--- src/rtl/clock_pkg.sv ---
// Shared calendar definitions for the millennium clock: month and
// day-count constants, the BCD digit type and small calendar helpers.
package clock_pkg;

   typedef logic [3:0] bcd_digit_t;

   localparam logic [3:0] MONTH_JAN = 4'd1;
   localparam logic [3:0] MONTH_FEB = 4'd2;
   localparam logic [3:0] MONTH_MAR = 4'd3;
   localparam logic [3:0] MONTH_APR = 4'd4;
   localparam logic [3:0] MONTH_MAY = 4'd5;
   localparam logic [3:0] MONTH_JUN = 4'd6;
   localparam logic [3:0] MONTH_JUL = 4'd7;
   localparam logic [3:0] MONTH_AUG = 4'd8;
   localparam logic [3:0] MONTH_SEP = 4'd9;
   localparam logic [3:0] MONTH_OCT = 4'd10;
   localparam logic [3:0] MONTH_NOV = 4'd11;
   localparam logic [3:0] MONTH_DEC = 4'd12;

   localparam logic [4:0] DAYS_28 = 5'd28;
   localparam logic [4:0] DAYS_29 = 5'd29;
   localparam logic [4:0] DAYS_30 = 5'd30;
   localparam logic [4:0] DAYS_31 = 5'd31;

   // Two-digit BCD value TU divisible by 4: even tens need units 0/4/8,
   // odd tens need units 2/6.
   function automatic logic bcd2_div4(input bcd_digit_t tens, input bcd_digit_t units);
      if (tens[0])
         return (units == 4'd2) || (units == 4'd6);
      else
         return (units == 4'd0) || (units == 4'd4) || (units == 4'd8);
   endfunction

   // Length of a month, February depending on the leap flag.
   function automatic logic [4:0] days_in_month(input logic [3:0] month, input logic leap);
      case (month)
         MONTH_APR, MONTH_JUN, MONTH_SEP, MONTH_NOV: return DAYS_30;
         MONTH_FEB: return leap ? DAYS_29 : DAYS_28;
         default:   return DAYS_31;
      endcase
   endfunction

endpackage

--- src/rtl/bcd4_incdec.sv ---
// Four-digit BCD incrementer/decrementer with wrap at 9999 <-> 0000.
// Passes the value through unchanged when neither or both requests are set.
module bcd4_incdec
   import clock_pkg::*;
(
   input  logic [15:0] value_in,
   input  logic        inc,
   input  logic        dec,
   output logic [15:0] value_out,
   output logic        wrap
);

   bcd_digit_t digit;
   logic       ripple;

   // Digit-serial ripple: each digit steps only while every lower digit wrapped.
   always_comb begin
      value_out = value_in;
      wrap      = 1'b0;
      ripple    = 1'b1;
      digit     = 4'd0;
      if (inc && !dec) begin
         for (int i = 0; i < 4; i++) begin
            digit = value_in[4*i +: 4];
            if (ripple) begin
               if (digit == 4'd9) begin
                  value_out[4*i +: 4] = 4'd0;
               end else begin
                  value_out[4*i +: 4] = digit + 4'd1;
                  ripple = 1'b0;
               end
            end
         end
         wrap = ripple;
      end else if (dec && !inc) begin
         for (int i = 0; i < 4; i++) begin
            digit = value_in[4*i +: 4];
            if (ripple) begin
               if (digit == 4'd0) begin
                  value_out[4*i +: 4] = 4'd9;
               end else begin
                  value_out[4*i +: 4] = digit - 4'd1;
                  ripple = 1'b0;
               end
            end
         end
         wrap = ripple;
      end
   end

endmodule

--- src/rtl/month_year.sv ---
// Month/year calendar stage: advances on day rollover, supports manual
// month/year adjust from synchronised edge-detected buttons, and reports
// leap-year and month length back to the day counter.
module month_year
   import clock_pkg::*;
#(
   parameter int          RESET_MONTH = 1,
   parameter logic [15:0] RESET_YEAR  = 16'h2000
)(
   input  logic        clk_1Hz,
   input  logic        rst_n,
   input  logic        en_1,
   input  logic        carry_in,
   input  logic        adjust,
   input  logic        sel,
   input  logic        up,
   input  logic        down,
   output logic [3:0]  month_bin,
   output logic [15:0] year_bcd,
   output logic        leap_year,
   output logic [4:0]  max_day,
   output logic        carry_out
);

   logic        up_s1_q, up_s1_d, up_s2_q, up_s2_d, up_dly_q, up_dly_d;
   logic        dn_s1_q, dn_s1_d, dn_s2_q, dn_s2_d, dn_dly_q, dn_dly_d;
   logic        up_pulse, dn_pulse, count_trig;
   logic [3:0]  month_q, month_d;
   logic [15:0] year_q, year_d;
   logic        carry_out_q, carry_out_d;
   logic        year_inc, year_dec, year_wrap;

   // Button synchronisers and delay flops feeding the rising-edge detectors.
   always_comb begin
      up_s1_d  = up;
      up_s2_d  = up_s1_q;
      up_dly_d = up_s2_q;
      dn_s1_d  = down;
      dn_s2_d  = dn_s1_q;
      dn_dly_d = dn_s2_q;
   end

   assign up_pulse   = up_s2_q & ~up_dly_q;
   assign dn_pulse   = dn_s2_q & ~dn_dly_q;
   assign count_trig = ~adjust & en_1 & carry_in;

   // Year step requests: December rollover in count mode, or a lone button
   // pulse with the year field selected in adjust mode.
   always_comb begin
      year_inc = 1'b0;
      year_dec = 1'b0;
      if (count_trig) begin
         year_inc = (month_q == MONTH_DEC);
      end else if (adjust && sel && (up_pulse ^ dn_pulse)) begin
         year_inc = up_pulse;
         year_dec = dn_pulse;
      end
   end

   bcd4_incdec u_year (
      .value_in  (year_q),
      .inc       (year_inc),
      .dec       (year_dec),
      .value_out (year_d),
      .wrap      (year_wrap)
   );

   // Month next-state; carry_out only flags the count-mode millennium wrap.
   always_comb begin
      month_d     = month_q;
      carry_out_d = count_trig & year_wrap;
      if (count_trig) begin
         month_d = (month_q == MONTH_DEC) ? MONTH_JAN : month_q + 4'd1;
      end else if (adjust && !sel && (up_pulse ^ dn_pulse)) begin
         if (up_pulse)
            month_d = (month_q == MONTH_DEC) ? MONTH_JAN : month_q + 4'd1;
         else
            month_d = (month_q == MONTH_JAN) ? MONTH_DEC : month_q - 4'd1;
      end
   end

   // State registers; reset also clears the button pipelines so that a
   // pending edge is discarded.
   always_ff @(posedge clk_1Hz or negedge rst_n) begin
      if (!rst_n) begin
         up_s1_q     <= 1'b0;
         up_s2_q     <= 1'b0;
         up_dly_q    <= 1'b0;
         dn_s1_q     <= 1'b0;
         dn_s2_q     <= 1'b0;
         dn_dly_q    <= 1'b0;
         month_q     <= 4'(RESET_MONTH);
         year_q      <= RESET_YEAR;
         carry_out_q <= 1'b0;
      end else begin
         up_s1_q     <= up_s1_d;
         up_s2_q     <= up_s2_d;
         up_dly_q    <= up_dly_d;
         dn_s1_q     <= dn_s1_d;
         dn_s2_q     <= dn_s2_d;
         dn_dly_q    <= dn_dly_d;
         month_q     <= month_d;
         year_q      <= year_d;
         carry_out_q <= carry_out_d;
      end
   end

   // Simulation guard: catches an out-of-range RESET_MONTH or a corrupted month.
   always_ff @(posedge clk_1Hz) begin
      if (rst_n)
         assert (month_q >= MONTH_JAN && month_q <= MONTH_DEC)
            else $error("month_bin out of range: %0d", month_q);
   end

   assign leap_year = (year_q[7:0] == 8'h00) ? bcd2_div4(year_q[15:12], year_q[11:8])
                                             : bcd2_div4(year_q[7:4], year_q[3:0]);
   assign max_day   = days_in_month(month_q, leap_year);
   assign month_bin = month_q;
   assign year_bcd  = year_q;
   assign carry_out = carry_out_q;

endmodule

--- config.mk ---
export PLATFORM = sky130hd
export DESIGN_NAME = month_year
export DESIGN_NICKNAME = d
export VERILOG_FILES = /design/src/rtl/clock_pkg.sv /design/src/rtl/bcd4_incdec.sv /design/src/rtl/month_year.sv
export SDC_FILE = /design/constraint.sdc
export NUM_CORES = 1
export LEC_CHECK = 0
export CAP_MARGIN = 20
export CORE_MARGIN = 2
export CORE_UTILIZATION = 45
export CTS_BUF_LIST = sky130_fd_sc_hd__clkbuf_4
export CTS_CLUSTER_SIZE = 12
export DETAILED_ROUTE_END_ITERATION = 8
export DONT_BUFFER_PORTS = 1
export GPL_TIMING_DRIVEN = 0
export HOLD_SLACK_MARGIN = 0.12
export PLACE_DENSITY = 0.62
export SLEW_MARGIN = 20
export SYNTH_ARGS = -nofsm -noshare
export SYNTH_HDL_FRONTEND = slang
export SYNTH_HIERARCHICAL = 1
export SYNTH_SLANG_ARGS = --single-unit
--- constraint.sdc ---
create_clock -name clk_1Hz -period 4.6 [get_ports clk_1Hz]
set_input_delay 0 -clock clk_1Hz [delete_from_list [all_inputs] [get_ports clk_1Hz]]
set_output_delay 0 -clock clk_1Hz [all_outputs]
set_load 0.02 [all_outputs]
## Yosys cells after proc, flatten, opt, wreduce, memory -nomap -nowiden

Index checks and enable logic that the tools add are counted.
W data, S select, Z words.

| operators by class | value |
|---|---|
| reductions and logical operators | 29 |
| equality and inequality tests | 22 |
| add/sub/neg operators | 10 |
| mux-type cells | 55 |
| bitwise operators | 9 |

Operators with widths:

| cell | count |
|---|---|
| $mux W4 | 19 |
| $eq A4 B4 Y1 const B | 9 |
| $mux W1 | 33 |
| $mux W16 | 2 |
| $eq A4 B3 Y1 const B | 6 |
| $add A4 B1 Y4 const B | 5 |
| $sub A4 B1 Y4 const B | 5 |
| $logic_not A4 Y1 | 4 |
| $eq A4 B2 Y1 const B | 3 |
| $reduce_bool A2 Y1 | 5 |
| $reduce_and A3 Y1 | 3 |
| $logic_not A8 Y1 | 1 |
| $logic_and A1 B1 Y1 | 6 |
| $logic_or A1 B1 Y1 | 6 |
| $ne A2 B2 Y1 const B | 3 |
| $and A1 B1 Y1 | 5 |
| $eq A4 B1 Y1 const B | 1 |
| $pmux W2 S2 | 1 |
| $reduce_or A4 Y1 | 1 |
| $logic_not A1 Y1 | 3 |
| $not A1 Y1 | 3 |
| $xor A1 B1 Y1 | 1 |

| storage, ports and cells | value |
|---|---|
| output and inout port bits | 27 |
| flip-flop bits (word level) | 27 |
| input bits | 8 |
| word-level logic and storage cells | 137 |

## Logic depth before layout (Yosys ltp)

Gate-level depths: netlist of the first run.

| logic depth | value |
|---|---|
| depth in word-level cells | 20 |
| gate-level depth with buffers | 10 |
| gate-level depth less buffers | 9 |

## Hierarchy

Netlist of the first run, hierarchy kept.

By module, submodules not included:

| module | area each (um^2) | times used | seq. area each (um^2) | cells each |
|---|---|---|---|---|
| month_year | 1143.6 | 1 | 678.2 | 97 |
| bcd4_incdec | 958.4 | 1 | 0.0 | 142 |

## Worst setup path after synthesis of the first run

Ideal clock, no wire load.

| path | value |
|---|---|
| path type | reg-to-reg |
| start | register month_q[0], in the netlist month_bin[0] |
| end | register year_q[15], in the netlist year_bcd[15] |
| path slack | 2.243 ns |
| required time | 4.471 ns |
| clock period less this slack | 2.357 ns |
| library setup time | 0.129 ns |
| path buffers | 0 |
| arrival time | 2.228 ns |
| stages on the path, launching flop included | 9 |
| path through | dfstp_2 -> inv_1 -> ha_1 -> nand4_1 -> o21ai_0 -> nor3b_4 -> nand4_2 -> and3_1 -> a2111o_1 |

| between the ends | value |
|---|---|
| elaborated cells between the ends (all ways) | 10 |
| those cells by class | eq/ne (2); mux (2); reduce/logical (6) |

RTL lines:

| item | RTL line | text |
|---|---|---|
| from (decl) | month_year.sv:28 | `logic [3:0] month_q, month_d;` |
| from (signal assigned) | month_year.sv:92 | `month_q <= 4'(RESET_MONTH);` |
| from (signal assigned) | month_year.sv:102 | `month_q <= month_d;` |
| $eq A4 B4 Y1 | month_year.sv:53 | `year_inc = (month_q == MONTH_DEC);` |
| $mux W1 | month_year.sv:52 | `if (count_trig) begin` |
| named net year_inc | month_year.sv:31 | `logic year_inc, year_dec, year_wrap;` |
| $logic_and A1 B1 Y1 | bcd4_incdec.sv:22 | `if (inc && !dec) begin` |
| $mux W16 | bcd4_incdec.sv:22 |  |
| named net year_d[15] | month_year.sv:29 | `logic [15:0] year_q, year_d;` |
| to (signal assigned) | month_year.sv:103 | `year_q <= year_d;` |
| to (decl) | month_year.sv:29 |  |

The timed path passes the listed nets, and every way through them passes these cells.
A chain may end at the register's enable or synchronous reset.

## Worst setup path in the final report of the first run

| path | value |
|---|---|
| start | register month_q[0], in the netlist month_bin[0] |
| end | register carry_out_q, in the netlist carry_out |

| between the ends | value |
|---|---|
| word-level cells in the longest chain between the ends | 7 |
| elaborated cells between the ends (all ways) | 8 |
| those cells by class | eq/ne (1); mux (3); bitwise (1); reduce/logical (3) |

Ends and longest elaborated chain:

| item | RTL line | text |
|---|---|---|
| $eq A4 B4 Y1 * | month_year.sv:53 |  |
| $mux W1 * | month_year.sv:52 |  |
| named net year_inc | month_year.sv:31 |  |
| $logic_not A1 Y1 | bcd4_incdec.sv:35 | `end else if (dec && !inc) begin` |
| $logic_and A1 B1 Y1 | bcd4_incdec.sv:35 |  |
| $mux W1 | bcd4_incdec.sv:35 |  |
| $mux W1 * | bcd4_incdec.sv:22 |  |
| named net year_wrap | month_year.sv:31 |  |
| $and A1 B1 Y1 * | month_year.sv:71 | `carry_out_d = count_trig & year_wrap;` |
| named net carry_out_d | month_year.sv:30 | `logic carry_out_q, carry_out_d;` |
| to (signal assigned) | month_year.sv:104 | `carry_out_q <= carry_out_d;` |
| to (decl) | month_year.sv:30 |  |

Mark *: on every way through the listed nets, which the timed path passes. The rest lies on a longest branch.

==> results of run 1 <==
[power by group through the flow]
stage | logic, W | registers [W] | clock network (W)
CTS | 0.000452 | 0.000425 | 0.000112
global placement | 0.000433 | 0.000430 | 0
global route | 0.000511 | 0.000437 | 0.000122
floorplan | 0.000370 | 0.000408 | 0
detailed placement | 0.000434 | 0.000430 | 0
finish | 0.000452 | 0.000424 | 0.000106
[timing repair]
action | in CTS | in global routing
gates resized for setup | 0 | 0
endpoints found under the hold margin | 34 | 0
hold buffers | 10 | 0
[layer usage]
layer / track usage [%] / part of all wire [%] / vias up
li1: - / - / 906
met1: 27.0 / 48 / 848
met2: 29.5 / 45 / 47
met3: 4.44 / 5.4 / 4
met4: 3.14 / 0.94 / 0
met5: 0 / 0 / -
[sequential cells by signal, indices dropped and copies added, names as in the netlist]
signal,cells
month_bin,4
up_dly_d,1
dn_dly_q,1
year_bcd,16
dn_s1_q,1
up_s1_q,1
dn_dly_d,1
up_dly_q,1
carry_out,1
[area by class of cell]
type	instances	area [µm²]	share of cell area, %
flip-flops and latches	27	678	29.2
multi-input cells	179	1270	54.7
inverters	14	52.6	2.26
plain buffers	21	108	4.63
repair buffers	10	120	5.17
clock inverters	1	5.00	0.216
well taps	52	65.1	2.80
clock buffers	3	22.5	0.970
[worst min path at each step]
stage | from | to | slack, ns | cells after the start
global placement | rst_n | month_bin[1]$_DFFE_PN0P_ | -0.29 | 0
detailed placement | rst_n | month_bin[3]$_DFFE_PN0P_ | -0.29 | 0
global route | rst_n | year_bcd[13]$_DFF_PN1_ | 0.18 | 2
floorplan | rst_n | carry_out$_DFF_PN0_ | -0.30 | 0
CTS | rst_n | month_bin[1]$_DFFE_PN0P_ | 0.18 | 3
finish | rst_n | month_bin[1]$_DFFE_PN0P_ | 0.19 | 3
[worst max-delay path, stage by stage (launching register included)]
cell      delay (ns)
dfstp_2         0.71
inv_1           0.12
ha_1            0.28
nand4_1         0.10
o21ai_0         0.24
nor3b_4         0.38
nand4_2         0.21
or2_0           0.25
a211oi_1        0.22
and2_2          0.17
[synth_stat cells, types with 3 or more instances]
cell type and number:
buf_4 4, mux2i_1 6, inv_1 14, nor3_1 3
buf_2 5, nor2_1 12, clkbuf_1 9, nor4_1 5
a21oi_1 12, ha_1 4, nand3_1 5, nand4_1 6
and3_1 5, xor2_1 3, o211ai_1 3, a211oi_1 5
xnor2_1 9, nand2_1 24, o21ai_0 10, nor2b_1 4
dfrtp_1 25
[kinds of logic after synthesis]
logic type,count (synthesis),share of synthesized area (%)
buffers and inverters,35,7.62
AO/OA/AOI/OAI,62,21.6
multiplexers,8,3.93
other,1,0.178
AND/OR/NAND/NOR,90,27.0
adder cells (fa/ha/maj),4,2.38
flip-flops,27,32.3
XOR/XNOR,12,5.00
[stage by stage]
stage	instances	util [%]	hold slack [ns]	setup slack (ns)	power, W
final	307	52.6	0.187	1.88	0.000982
after global routing	307	52.6	0.180	1.60	0.00107
after CTS	307	52.6	0.179	1.88	0.000988
after detailed placement	293	49.3	-0.295	1.90	0.000864
after global placement	293	49.3	-0.295	1.89	0.000863
after floorplan	241	-	-0.296	2.24	0.000777
==> metrics, run 1 <==
count of final setup violators=0; leading post-synthesis cells by cell area=dfrtp_1, nand2_1, xnor2_1; GRT overflow=0; Slew Limit Fails=0; Startpoint Class=flop; Internal Pwr Total=0.000496 W; antenna violations before repair=0; pwr dens=423 mW/mm²; fin crit share=59.2%; top cell type's share of synthesized area=29.8%; CP Capture Type=flop; Worst R2R End=carry_out$_DFF_PN0_; pin slew with the least headroom to its limit=0.809 ns; critical path class=flop to flop; CP Launch Point=month_bin[0]$_DFFE_PN1P_; clk sink count=27; Post-Syn Area=0.00210 mm²; CTS Buffer Depth=2; top_reg_cell synth=dfrtp_1; cell leakage power=0.953 nW; GR Util All Layers=18.8%; Final ANT Viol Nets=0; Setup crit end=carry_out$_DFF_PN0_; outcome=finished clean; syn_area_per_cell=8.80 µm²; Die X=72.3 µm; Combinational Power Share=46.0%; Post-Route WL=4670 µm; reg2reg start=month_bin[0]$_DFFE_PN1P_; average wire per standard cell=15.2 µm; Crit Path Max Fanout=9; r2r setup slk=1.88 ns; Sum Neg Setup Slack=0 ns; Vias=1805; most common cell after layout, fill and taps aside=dfrtp_1; Rel. slew slack=45.7%; drt first pass iters=4; nets=268; Final Hold Viols=0; worst skew pair latency=0.33 ns; vias in the first global route=1620; Post-route DRC=0; CTS H-tree depth=1; Post-CTS Setup Inserts=0; max-cap viol count=0; Reg2Reg Depth=9; sequential area share after synthesis=32.3%; CTS buffer count=3; worst vdd ir=0.195 mV; Sequential Power Share=43.2%; Sw Share=49.6%; global-route wire length before repair=7880 µm; RSZ-0062 raised after global routing=false; WP data required=4.88 ns; min cycle time layout=2.72 ns; post-DP HPWL=3230 µm; Syn Inst Count=239; die height=72.3 µm; GPL Wtd Cong=0.877; post-synth cell types=71; clock root cell=clkbuf_4; cell taking the most area after synthesis=dfrtp_1; Reg clk slew, reported paths=0.15 ns; FFs w/ async S/R, synth=100%; EDFF count, synth=0; yosys warns=6; drt initial violations=98; arrival time at the worst endpoint=3.01 ns; die area=0.00523 mm²; num ports=35; Tightest Hold Check Type=input pin to asynchronous set/reset pin; largest net degree at the start of global routing=26; Initial Util=47.6%; Via density=5.88; clock network power share=10.8%; switching power=0.000487 W; number of synthesized register bits=27; commonest cells after routing, fill and taps aside=dfrtp_1, nand2_1, inv_1, nor2_1, a21oi_1; layout cell share with drive strength beyond 1=14.9%; cell area after layout=0.00232 mm²; fmax=367 MHz; area growth from synthesis to layout=10.5%; CTS tree=built; # rows=24; Filler cells=422; Setup Skew=0.00269 ns; ANT cells=0; Core ar.=0.00441 mm²; Port Buffer Count=0; Placement Cell Area=0.00217 mm²
Power figures use the tool's default switching activity.
==> run 2: changes to the inputs <==
Clock period 4.6 ns to 2.9 ns, I/O delays scaled along.
==> metrics, run 2 (synthesis results as in run 1) <==
Setup Skew=0.00265 ns; Final ANT Viol Nets=0; Initial Util=47.6%; clock root cell=clkbuf_4; slowest CP cell=dfstp_2; Critical Path, Cell by Cell=inv_1, ha_1, nand4_1, o21ai_1, nor3b_4, nand4_2, or2_0, a211oi_1, and2_2; pwr dens=671 mW/mm²; critical path class=flop to flop; global-route wire length before repair=7880 µm; # rows=24; arrival time at the worst endpoint=2.91 ns; CTS buffer count=3; met3 Resource Use GR=4.44%; worst vdd ir=0.309 mV; worst skew pair latency=0.33 ns; WP data required=3.18 ns; drt first pass iters=4; Placed Cells=293; GRT overflow=0; Slew Limit Fails=0; num ports=35; Via density=5.90; grt peak-use layer=met2; Post-Layout Cell Count=307; Rel. slew slack=45.7%; outcome=finished clean; average wire per standard cell=15.2 µm; max FFs per register=16; Post-CTS Setup Inserts=0; Die X=72.3 µm; commonest cells after routing, fill and taps aside=nand2_1, dfrtp_1, inv_1, nor2_1, a21oi_1; Final Core Density=52.7%; layout cell share with drive strength beyond 1=15.3%; CTS H-tree depth=1; largest net degree at the start of global routing=26; Crit Path Max Fanout=9; GR Util All Layers=18.8%; slowest stage delay, CP=0.71 ns; Vias=1812; GPL Wtd Cong=0.877; Reg clk slew, reported paths=0.15 ns; Filler cells=422; drt initial violations=115; Post-Route WL=4660 µm; area growth from synthesis to layout=10.7%; Post-route DRC=0; Final Hold Viols=0; fmax=381 MHz; Tightest Hold Check Type=input pin to asynchronous set/reset pin; die height=72.3 µm; met1 Usage GRT=27.0%; vias in the first global route=1620; ANT cells=0; Port Buffer Count=0; clk sink count=27; min cycle time layout=2.63 ns; Core ar.=0.00441 mm²; Startpoint Class=flop; count of final setup violators=0; RSZ-0062 raised after global routing=false; nets=268; M2 GR Usage=29.5%; pin slew with the least headroom to its limit=0.809 ns; cell leakage power=0.952 nW; CTS tree=built; Sum Neg Setup Slack=0 ns; post-DP HPWL=3230 µm; antenna violations before repair=0; CTS Buffer Depth=2; fin crit share=90.5%; die area=0.00523 mm²; CP Capture Type=flop; max-cap viol count=0; r2r setup slk=0.27 ns
-- run 2: changes by cell type in the layout (fill, tap and decap cells not counted), sizes merged --
cell    delta
clkbuf     +1
buf        -1
-- run 2: metal layers --
layer	vias to the layer above	routed length, µm
li1	906	-
met1	847	2240
met2	55	2110
met3	4	268
met4	0	44
met5	-	0
-- run 2: what timing repair did --
action,CTS,global route
endpoints found under the setup margin,0,2
endpoints found under the hold margin,34,0
resized for setup,0,3
hold buffers,10,0
-- run 2: critical path, delay by kind of cell (launching register included) --
family          cells  cell delay [ns]
simple gates        5             1.08
compound gates      2             0.39
flops               1             0.71
buf+inv             1             0.12
fa+ha+maj           1             0.28
-- run 2: worst paths after layout --
check / cells after the start / to / from
setup / recovery: 9 / carry_out$_DFF_PN0_ / month_bin[0]$_DFFE_PN1P_
hold / removal: 3 / month_bin[1]$_DFFE_PN0P_ / rst_n
setup reg to reg: 9 / carry_out$_DFF_PN0_ / month_bin[0]$_DFFE_PN1P_
hold reg to reg: 0 / up_dly_d$_DFF_PN0_ / up_s1_q$_DFF_PN0_
max in group asynchronous: 3 / month_bin[1]$_DFFE_PN0P_ / rst_n
min in group clk_1Hz: 4 / month_bin[3]$_DFFE_PN0P_ / carry_in
-- run 2: cell type report --
cell class	instances	area, µm²	area share (%)
clock inverters	1	5.00	0.215
repair buffers	10	120	5.16
inverters	14	52.6	2.26
clock buffers	3	22.5	0.968
plain buffers	21	110	4.73
well taps	52	65.1	2.80
multi-input cells	179	1270	54.7
flip-flops and latches	27	679	29.2
-- run 2: through the flow --
stage	total power, W	setup WS (ns)	cell area (µm²)	hold slack, ns
global placement	0.00137	0.188	2170	-0.295
global route	0.00170	0.0222	2330	0.181
CTS	0.00157	0.177	2320	0.179
finish	0.00156	0.275	2330	0.188
detailed placement	0.00137	0.204	2170	-0.295
floorplan	0.00123	0.543	2110	-0.296
-- run 2: power breakdown --
group | internal, W | switching [W]
clock | 0.0000518 | 0.000116
combinational | 0.000279 | 0.000437
sequential | 0.000457 | 0.000219
==> run 3: changes to the inputs <==
Settings changed: ABC_AREA from default to 1.
==> metrics, run 3 <==
commonest cells after routing, fill and taps aside=nand2_1, inv_1, nor2_1, nand3_1, dfrtp_1; Sum Neg Setup Slack=0 ns; top-count cell post-synth=nand2_1; Final Hold Viols=0; GPL Wtd Cong=0.831; Tightest Hold Check Type=input pin to flop; CTS buffer count=3; Startpoint Class=flop; Worst R2R End=carry_out$_DFF_PN0_; CTS Buffer Depth=2; count of final setup violators=0; Internal Pwr Total=0.000866 W; Hold Path End=year_bcd[11]$_DFF_PN0_; Setup Skew=0.00163 ns; max-cap viol count=0; Critical Path, Cell by Cell=inv_1, ha_1, nand3_2, o21ai_0, nor2_4, nand3_4, nor2_4, nand2_2, o31ai_1, inv_1, nor2_1; pwr dens=775 mW/mm²; number of synthesized register bits=27; top_reg_cell synth=dfrtp_1; drt first pass iters=4; fmax=398 MHz; Port Buffer Count=0; Post-Route WL=4830 µm; clock network power share=9.6%; Via density=5.00; leading post-synthesis cells by cell area=dfrtp_1, nand2_1, inv_1; critical path class=flop to flop; Slew Limit Fails=0; nets=356; post-cts sizing count=0; cell area after layout=0.00239 mm²; switching power=0.000986 W; vias in the first global route=1815; Placement Cell Area=0.00225 mm²; Filler cells=497; worst vdd ir=0.345 mV; drt initial violations=99; Core ar.=0.00469 mm²; worst slack at placement=0.393 ns; GR Util All Layers=19.4%; global-route wire length before repair=8230 µm; CP Capture Type=flop; area growth from synthesis to layout=9.90%; antenna violations before repair=0; outcome=finished clean; syn_area_per_cell=6.63 µm²; CTS H-tree depth=1; min cycle time layout=2.51 ns; top cell type's share of synthesized area=28.8%; Post-Syn Area=0.00217 mm²; worst setup margin=0.389 ns; pin slew with the least headroom to its limit=0.506 ns; clock root cell=clkbuf_4; Vias=1984; cell taking the most area after synthesis=dfrtp_1; largest net degree at the start of global routing=26; # rows=25; sequential area share after synthesis=31.2%; Die X=73.5 µm; Rel. slew slack=66.3%; fin crit share=86.6%; FFs w/ async S/R, synth=100%; Sw Share=53.3%; average wire per standard cell=12.2 µm; Reg2Reg Depth=11; r2r setup slk=0.39 ns; most common cell after layout, fill and taps aside=nand2_1; max FFs per register=16; arrival time at the worst endpoint=2.78 ns; Combinational Power Share=44.6%; Crit Path Max Fanout=8; die height=73.5 µm; top post-synthesis cells by count=nand2_1, inv_1, nor2_1; slowest CP cell=dfstp_2; post-DP HPWL=3570 µm; cell leakage power=1.19 nW; RSZ-0062 raised after global routing=false; die area=0.00540 mm²; CTS tree=built; EDFF count, synth=0; min-delay src=sel; Reg clk slew, reported paths=0.15 ns; ANT cells=0; worst skew pair latency=0.32 ns; Final ANT Viol Nets=0; layout cell share with drive strength beyond 1=12.5%; Syn Inst Count=328; Sequential Power Share=45.8%; yosys warns=6; Hold Worst Slack=0.157 ns; Min-Delay Path Depth=8; Initial Util=46.3%; slowest stage delay, CP=0.69 ns; clk sink count=27; WP data required=3.17 ns; num ports=35; reg2reg start=month_bin[0]$_DFFE_PN1P_; Post-route DRC=0; GRT overflow=0; post-synth cell types=34
==> run 3: cell types whose count changed in the layout (fill, tap and decap cells not counted), moves of 5 or more <==
cell      before  now
nand2_1       24  102
nand2_2        0    5
clkbuf_1       9    0
nor2_1        12   34
nand3_1        5   32
xnor2_1        9    2
mux2i_1        6    0
a211oi_1       5    0
nor4_1         5    0
o21ai_0        9   15
and3_1         5    0
inv_1         14   43
==> run 3: what timing repair did <==
item | 4_1_cts | 5_1_grt
buffers inserted | 0 | 0
hold buffers | 9 | 0
hold endpoints to repair | 34 | 0
==> run 3: layout make-up <==
type	instances	area (µm²)	share of cell area, %
multi-input combinational	247	1260	52.7
clock buffer	4	30.0	1.26
tap	54	67.6	2.83
inverter	47	176	7.39
sequential	27	678	28.4
timing repair buffer	9	110	4.61
buffer	9	67.6	2.83
==> run 3: power by group through the flow <==
stage | registers (W) | logic [W] | clock network (W)
after floorplan | 0.000793 | 0.000693 | 0
after global placement | 0.000857 | 0.000796 | 0
after detailed placement | 0.000858 | 0.000808 | 0
after CTS | 0.000852 | 0.000836 | 0.000185
after global routing | 0.000879 | 0.000951 | 0.000208
final | 0.000849 | 0.000826 | 0.000177
==> run 3: worst max-delay path: cells and delay by family (launching register included) <==
| family | cells | cell delay, ns |
|---|---|---|
| AO/OA/AOI/OAI | 2 | 0.36 |
| adder cells (fa/ha/maj) | 1 | 0.28 |
| buffers and inverters | 2 | 0.24 |
| flip-flops | 1 | 0.69 |
| AND/OR/NAND/NOR | 6 | 0.88 |
==> run 3: stage by stage <==
| stage | util (%) | instances | total power (W) |
|---|---|---|---|
| after floorplan | - | 330 | 0.00149 |
| after global placement | 47.9 | 384 | 0.00165 |
| after detailed placement | 47.9 | 384 | 0.00167 |
| after CTS | 50.9 | 397 | 0.00187 |
| after global routing | 50.9 | 397 | 0.00204 |
| final | 50.9 | 397 | 0.00185 |
==> run 3: metal layers <==
layer / track usage (%) / part of all wire (%) / vias to the layer above / wire, µm
li1: - / - / 1062 / -
met1: 26.3 / 49 / 884 / 2360
met2: 31.8 / 46 / 36 / 2240
met3: 3.43 / 4.1 / 2 / 199
met5: 0 / 0 / - / 0
met4: 5.45 / 0.64 / 0 / 31
==> run 3: worst max-delay path by stage <==
| stage | start | endpoint | slack (ns) | cells past startpoint |
|---|---|---|---|---|
| 2_1_floorplan | month_bin[0]$_DFFE_PN1P_ | carry_out$_DFF_PN0_ | 0.72 | 11 |
| 3_3_place_gp | month_bin[0]$_DFFE_PN1P_ | carry_out$_DFF_PN0_ | 0.40 | 11 |
| 3_5_place_dp | month_bin[0]$_DFFE_PN1P_ | carry_out$_DFF_PN0_ | 0.39 | 11 |
| 4_1_cts | month_bin[0]$_DFFE_PN1P_ | carry_out$_DFF_PN0_ | 0.36 | 11 |
| 5_1_grt | month_bin[0]$_DFFE_PN1P_ | carry_out$_DFF_PN0_ | 0.15 | 11 |
| 6_report | month_bin[0]$_DFFE_PN1P_ | carry_out$_DFF_PN0_ | 0.39 | 11 |
==> run 3: cells by family after synthesis <==
| kind of cell | synth area share [%] |
|---|---|
| AOI/OAI and AO/OA | 8.58 |
| xor gates and xnor gates | 2.82 |
| adders and majority gates | 2.30 |
| buffers and inverters | 11.2 |
| DFF | 31.2 |
| other | 0.173 |
| and+or+nand+nor | 43.7 |
